[config.mk]
export PLATFORM = sky130hd
export DESIGN_NAME = gpio_pin_arbiter_flat
export DESIGN_NICKNAME = d
export VERILOG_FILES = /design/src/rtl/gpio_pin_arbiter_if.sv /design/src/rtl/gpio_pin_arbiter.sv /design/src/flat_wrapper.sv
export SDC_FILE = /design/constraint.sdc
export NUM_CORES = 1
export LEC_CHECK = 0
export BUFFER_PORTS_ARGS = -buffer_cell sky130_fd_sc_hd__buf_2
export CORE_AREA = 2 2 213 215
export CTS_BUF_LIST = sky130_fd_sc_hd__clkbuf_8
export DETAILED_ROUTE_END_ITERATION = 12
export DIE_AREA = 0 0 215 217
export PLACE_DENSITY = 0.64
export SYNTH_ARGS = -nofsm -noshare
export SYNTH_HDL_FRONTEND = slang
export SYNTH_SLANG_ARGS = --single-unit
[constraint.sdc]
create_clock -name clk_i -period 7.6 [get_ports clk_i]
set_input_delay 1.52 -clock clk_i [delete_from_list [all_inputs] [get_ports clk_i]]
set_output_delay 1.52 -clock clk_i [all_outputs]
set_load 0.05 [all_outputs]
[src/rtl/gpio_pin_arbiter_if.sv]
// Config port of the GPIO pin arbiter: owner-table write strobe, owner readback, busy/error status.
// The arbiter takes the slave modport; whatever writes the owner table takes the master modport.
interface gpio_pin_arbiter_if #(
  parameter int SW = 2
);
  logic          cfg_we;
  logic [5:0]    cfg_addr;
  logic [SW-1:0] cfg_wdata;
  logic          cfg_busy;
  logic          cfg_err;
  logic [SW-1:0] cfg_owner;

  modport master (
    output cfg_we, cfg_addr, cfg_wdata,
    input  cfg_busy, cfg_err, cfg_owner
  );

  modport slave (
    input  cfg_we, cfg_addr, cfg_wdata,
    output cfg_busy, cfg_err, cfg_owner
  );
endinterface

[src/rtl/gpio_pin_arbiter.sv]
// Per-pin owner mux from NSRC requesters onto the GPIO pads, 1-cycle registered pad outputs.
// Owner changes force the pin hi-Z for GUARD cycles; writes made while busy are rejected with an error pulse.
module gpio_pin_arbiter #(
  parameter int NPINS = 36,
  parameter int NSRC  = 4,
  parameter int SW    = 2,
  parameter int GUARD = 2
) (
  input  logic                  clk_i,
  input  logic                  rst_i,
  gpio_pin_arbiter_if.slave     cfg,
  input  logic [NSRC*NPINS-1:0] src_out_i,
  input  logic [NSRC*NPINS-1:0] src_oeb_i,
  output logic [NSRC*NPINS-1:0] src_in_o,
  output logic [NPINS-1:0]      io_out_o,
  output logic [NPINS-1:0]      io_oeb_o,
  input  logic [NPINS-1:0]      io_in_i
);

  localparam int AW = 6;
  localparam int GW = $clog2(GUARD + 1);

  typedef enum logic {S_IDLE, S_GUARD} state_t;

  state_t           state_q, state_d;
  logic [SW-1:0]    owner_q [NPINS];
  logic [SW-1:0]    owner_d [NPINS];
  logic [GW-1:0]    gcnt_q, gcnt_d;
  logic [AW-1:0]    gpin_q, gpin_d;
  logic [SW-1:0]    gnew_q, gnew_d;
  logic [NPINS-1:0] io_out_q, io_out_d;
  logic [NPINS-1:0] io_oeb_q, io_oeb_d;
  logic             err_q, err_d;

  logic             guarding;
  logic             addr_ok;
  logic             data_ok;
  logic [SW-1:0]    cur_owner;

  assign guarding  = (state_q == S_GUARD);
  assign addr_ok   = int'(cfg.cfg_addr) < NPINS;
  assign data_ok   = int'(cfg.cfg_wdata) < NSRC;
  assign cur_owner = addr_ok ? owner_q[cfg.cfg_addr] : '0;

  assign cfg.cfg_busy  = guarding;
  assign cfg.cfg_err   = err_q;
  assign cfg.cfg_owner = cur_owner;
  assign io_out_o      = io_out_q;
  assign io_oeb_o      = io_oeb_q;

  // Pad inputs reach only the committed owner, and nobody while the pin is guarding.
  always_comb begin
    src_in_o = '0;
    for (int s = 0; s < NSRC; s++) begin
      for (int p = 0; p < NPINS; p++) begin
        src_in_o[s*NPINS+p] = io_in_i[p] && (owner_q[p] == SW'(s))
                              && !(guarding && (gpin_q == AW'(p)));
      end
    end
  end

  always_comb begin
    state_d = state_q;
    owner_d = owner_q;
    gcnt_d  = gcnt_q;
    gpin_d  = gpin_q;
    gnew_d  = gnew_q;
    err_d   = 1'b0;

    for (int p = 0; p < NPINS; p++) begin
      if (guarding && (gpin_q == AW'(p))) begin
        io_out_d[p] = 1'b0;
        io_oeb_d[p] = 1'b1;
      end else begin
        io_out_d[p] = src_out_i[int'(owner_q[p])*NPINS + p];
        io_oeb_d[p] = src_oeb_i[int'(owner_q[p])*NPINS + p];
      end
    end

    case (state_q)
      S_IDLE: begin
        if (cfg.cfg_we) begin
          if (!addr_ok || !data_ok) begin
            err_d = 1'b1;
          end else if (cfg.cfg_wdata != cur_owner) begin
            gpin_d  = cfg.cfg_addr;
            gnew_d  = cfg.cfg_wdata;
            gcnt_d  = GW'(GUARD);
            state_d = S_GUARD;
          end
        end
      end
      S_GUARD: begin
        err_d  = cfg.cfg_we;
        gcnt_d = gcnt_q - 1'b1;
        if (gcnt_q == GW'(1)) begin
          owner_d[gpin_q] = gnew_q;
          state_d         = S_IDLE;
        end
      end
      default: state_d = S_IDLE;
    endcase
  end

  always_ff @(posedge clk_i) begin
    if (rst_i) begin
      state_q  <= S_IDLE;
      owner_q  <= '{default: '0};
      gcnt_q   <= '0;
      gpin_q   <= '0;
      gnew_q   <= '0;
      io_out_q <= '0;
      io_oeb_q <= '1;
      err_q    <= 1'b0;
    end else begin
      state_q  <= state_d;
      owner_q  <= owner_d;
      gcnt_q   <= gcnt_d;
      gpin_q   <= gpin_d;
      gnew_q   <= gnew_d;
      io_out_q <= io_out_d;
      io_oeb_q <= io_oeb_d;
      err_q    <= err_d;
    end
  end

endmodule

[src/flat_wrapper.sv]
// flat-port wrapper written by rule: the top's interface ports become plain ports
module gpio_pin_arbiter_flat 
#(
  parameter int NPINS = 36,
  parameter int NSRC  = 4,
  parameter int SW    = 2,
  parameter int GUARD = 2
)
  (clk_i, rst_i, src_out_i, src_oeb_i, src_in_o, io_out_o, io_oeb_o, io_in_i, cfg_cfg_we, cfg_cfg_addr, cfg_cfg_wdata, cfg_cfg_busy, cfg_cfg_err, cfg_cfg_owner);
  gpio_pin_arbiter_if #(.SW(SW)) cfg_i ();
  input  logic clk_i;
  input  logic rst_i;
  input  logic [NSRC*NPINS-1:0] src_out_i;
  input  logic [NSRC*NPINS-1:0] src_oeb_i;
  output logic [NSRC*NPINS-1:0] src_in_o;
  output logic [NPINS-1:0] io_out_o;
  output logic [NPINS-1:0] io_oeb_o;
  input  logic [NPINS-1:0] io_in_i;
  input wire logic [$bits(cfg_i.cfg_we)-1:0] cfg_cfg_we;
  input wire logic [$bits(cfg_i.cfg_addr)-1:0] cfg_cfg_addr;
  input wire logic [$bits(cfg_i.cfg_wdata)-1:0] cfg_cfg_wdata;
  output wire logic [$bits(cfg_i.cfg_busy)-1:0] cfg_cfg_busy;
  output wire logic [$bits(cfg_i.cfg_err)-1:0] cfg_cfg_err;
  output wire logic [$bits(cfg_i.cfg_owner)-1:0] cfg_cfg_owner;
  assign cfg_i.cfg_we = cfg_cfg_we;
  assign cfg_i.cfg_addr = cfg_cfg_addr;
  assign cfg_i.cfg_wdata = cfg_cfg_wdata;
  assign cfg_cfg_busy = cfg_i.cfg_busy;
  assign cfg_cfg_err = cfg_i.cfg_err;
  assign cfg_cfg_owner = cfg_i.cfg_owner;
  gpio_pin_arbiter #(.NPINS(NPINS), .NSRC(NSRC), .SW(SW), .GUARD(GUARD)) u_core (.clk_i(clk_i), .rst_i(rst_i), .cfg(cfg_i), .src_out_i(src_out_i), .src_oeb_i(src_oeb_i), .src_in_o(src_in_o), .io_out_o(io_out_o), .io_oeb_o(io_oeb_o), .io_in_i(io_in_i));
endmodule
==> impl_metrics.ini <==
[timing]
fmax_mhz = 187
tightest_slew_ns = 0.980
fin_tns_setup_ns = 0
hold_viol = 0
whs_ns = 0.490
setup_violations = 0
relSlewSlack_pct = 34.6
finClkSkew_ns = 0.0161
finalCritPeriodShare_pct = 70.4
fin_crit_ns = 5.35
postLayoutSetupSlackWorst_ns = 2.25
rsz0062_at_grt = false
final_max_slew_viol_count = 0

[logic_synthesis]
async_reset_ff_share_pct = 0
yosysUniqueCellTypes = 62
synth_edf_count = 0
ys_ff_latch = 156
synth_flop_cell = dfxtp_1
syn_nets = 1979
ys_seq_area_share_pct = 18.8
syn_avg_cell_area_um2 = 10.8
synth_area_um2 = 16600
yosys_warnings = 0
postSynthCellCount = 1535

[global_route]
grt.total_usage_pct = 30.0
grt_max_degree = 91
antenna_found_initial = 5
grt.overflow.total = 0
grt_pass1_wl_mm = 104
grt_pass1_vias = 15846

[power_and_ir_drop]
ir_drop_mv = 0.0877
p_per_area_nw_per_um2 = 108
power_leakage_uw = 0.00797
totalPowerFinal_uw = 2160

[worst_setup_path]
timing_worst_setup_path_type = flop to output pin
worst_setup_path_end_kind = output pin
critPathMaxFanout = 15
critical-path-max-stage-delay_ns = 0.75
start_kind = flop
cpMaxStageDelayCell = nor3_1
cp_data_required_time_ns = 6.08
cp.arrival_ns = 3.83
crit_chain = nor3b_1 > and2_1 > nand2b_1 > nor3_1 > nor2b_1 > and3_1 > buf_2

[floorplanning]
die_x_um = 215
dieArea_um2 = 46700
initial_core_util_pct = 37.2
placement_rows = 78
fp.dieH_um = 217
ios = 555
core_area_um2 = 44700

[clock_tree]
htreeDepth = 4
post_cts_buffers = 0
ctsResizeCount = 0
cts_tree = built
clock_path_buffers = 2
numCtsBuffers = 17
insertion_delay_ns = 0.55
clockRootBuffer = clkbuf_8
cts_sinks = 156
cts.hold.buffers_added = 0
path_clk_slew_ns = 0.09

[status]
outcome = finished, final reports clean

[placed_design]
port_buffers = 554
gp_congestion = 0.999
place_ws_ns = 2.48
post-place-cells = 2577
dpl.hpwl_mm = 56.6

[drt]
drc = 0
vias = 16205
drt-initial-drc-count = 1387
wl_met1_mm = 28.0
drt-wirelength-per-cell_um = 27.5
routed_wl_mm = 71.8
met2_length_mm = 34.8
wl_met3_mm = 6.35
first_pass_iters = 5
top_layer_used = met5
viasPerCell = 6.21
ant_nets = 0

[finish]
syn2layout_area_growth_pct = 20.9
mostFrequentLayoutCells = 553 x buf_2, 293 x mux4_2, 156 x dfxtp_1
drive_above_1_share_pct = 45.0
final_common_cell = buf_2
nets = 2440
stdcell_count = 2609
fill_cells = 4351

[hold_path]
hold_class = flop to flop

[run]
max-cap-violations = 0
==> worst paths after layout <==
path                          to  depth (start not counted)  slack, ns                start
max                src_in_o[116]                          7       2.25  u_core.cfg.cfg_busy
min             u_core.gcnt_q[1]                          1       0.49     u_core.gcnt_q[1]
max reg2reg  u_core.io_out_o[22]                          8       4.06   u_core.owner_q[26]
min reg2reg     u_core.gcnt_q[1]                          1       0.49     u_core.gcnt_q[1]
==> cells by family after synthesis <==
kind of cell	count (synthesis)	share of synthesized area [%]
simple gates	532	16.8
mux	372	45.2
buf+inv	206	5.06
compound gates	158	5.74
flops	156	18.8
fa+ha+maj	109	8.20
xor+xnor	2	0.196
==> area by class of cell <==
cell class                 count  area (µm²)  share of cell area, %
inverter                      83         312                   1.55
sequential                   156        3120                   15.5
antenna                        2        5.00                 0.0249
clock buffer                  17         234                   1.16
timing repair buffer         565        2860                   14.2
tap                          600         751                   3.74
clock inverter                13         153                  0.760
multi-input combinational   1173       12700                   63.0
==> power by group <==
group | internal, µW | switching [µW] | total (µW)
registers | 843 | 16.4 | 859
logic | 236 | 366 | 602
clock network | 317 | 383 | 700
total | 1400 | 766 | 2160
==> per-layer routing <==
layer	vias up	GRT usage, %
li1	6817	-
met1	8165	38.6
met2	1060	50.0
met3	157	6.43
met4	6	11.1
met5	-	0
==> worst max-delay path, delay by kind of cell, from the launching register on <==
kind	cells	cell delay, ns
buffers and inverters	1	0.20
DFF	1	0.59
and+or+nand+nor	6	2.49
==> state kept, by name, indices dropped and copies added (netlist names) <==
name and count:
u_core.io_oeb_o 36, u_core.cfg.cfg_err 1, u_core.cfg.cfg_busy 1, u_core.gnew_q 2, u_core.io_out_o 36, u_core.gcnt_q 2, u_core.gpin_q 6, u_core.owner_q 72
==> Yosys cell counts, drive strengths merged, types with 3 or more instances <==
master	n	area share, %
clkbuf	95	2.2
mux4	300	41
mux2	5	0.34
or4	7	0.32
ha	109	8.2
nand3b	4	0.18
inv	83	1.9
and2	63	2.4
nand2b	21	0.79
and4	3	0.16
buf	28	1.0
nor3b	38	1.7
and3	39	1.5
nand3	39	1.2
o221ai	7	0.37
a21boi	6	0.27
o211ai	6	0.27
a2111o	4	0.27
mux2i	67	4.0
and4b	4	0.24
o31ai	3	0.14
nor3	18	0.54
nor2b	22	0.83
nor2	111	2.5
a21oi	74	2.3
dfxtp	156	19
or3	21	0.79
o22ai	8	0.30
nand2	123	2.8
o21ai	35	1.1
==> through the flow <==
step / instance area, µm² / util (%)
2_1_floorplan: 16600 / -
3_5_place_dp: 19700 / 44.1
4_1_cts: 20100 / 45.0
5_1_grt: 20100 / 45.0
6_report: 20100 / 45.0
3_3_place_gp: 19700 / 44.1
Power figures use the tool's default switching activity.
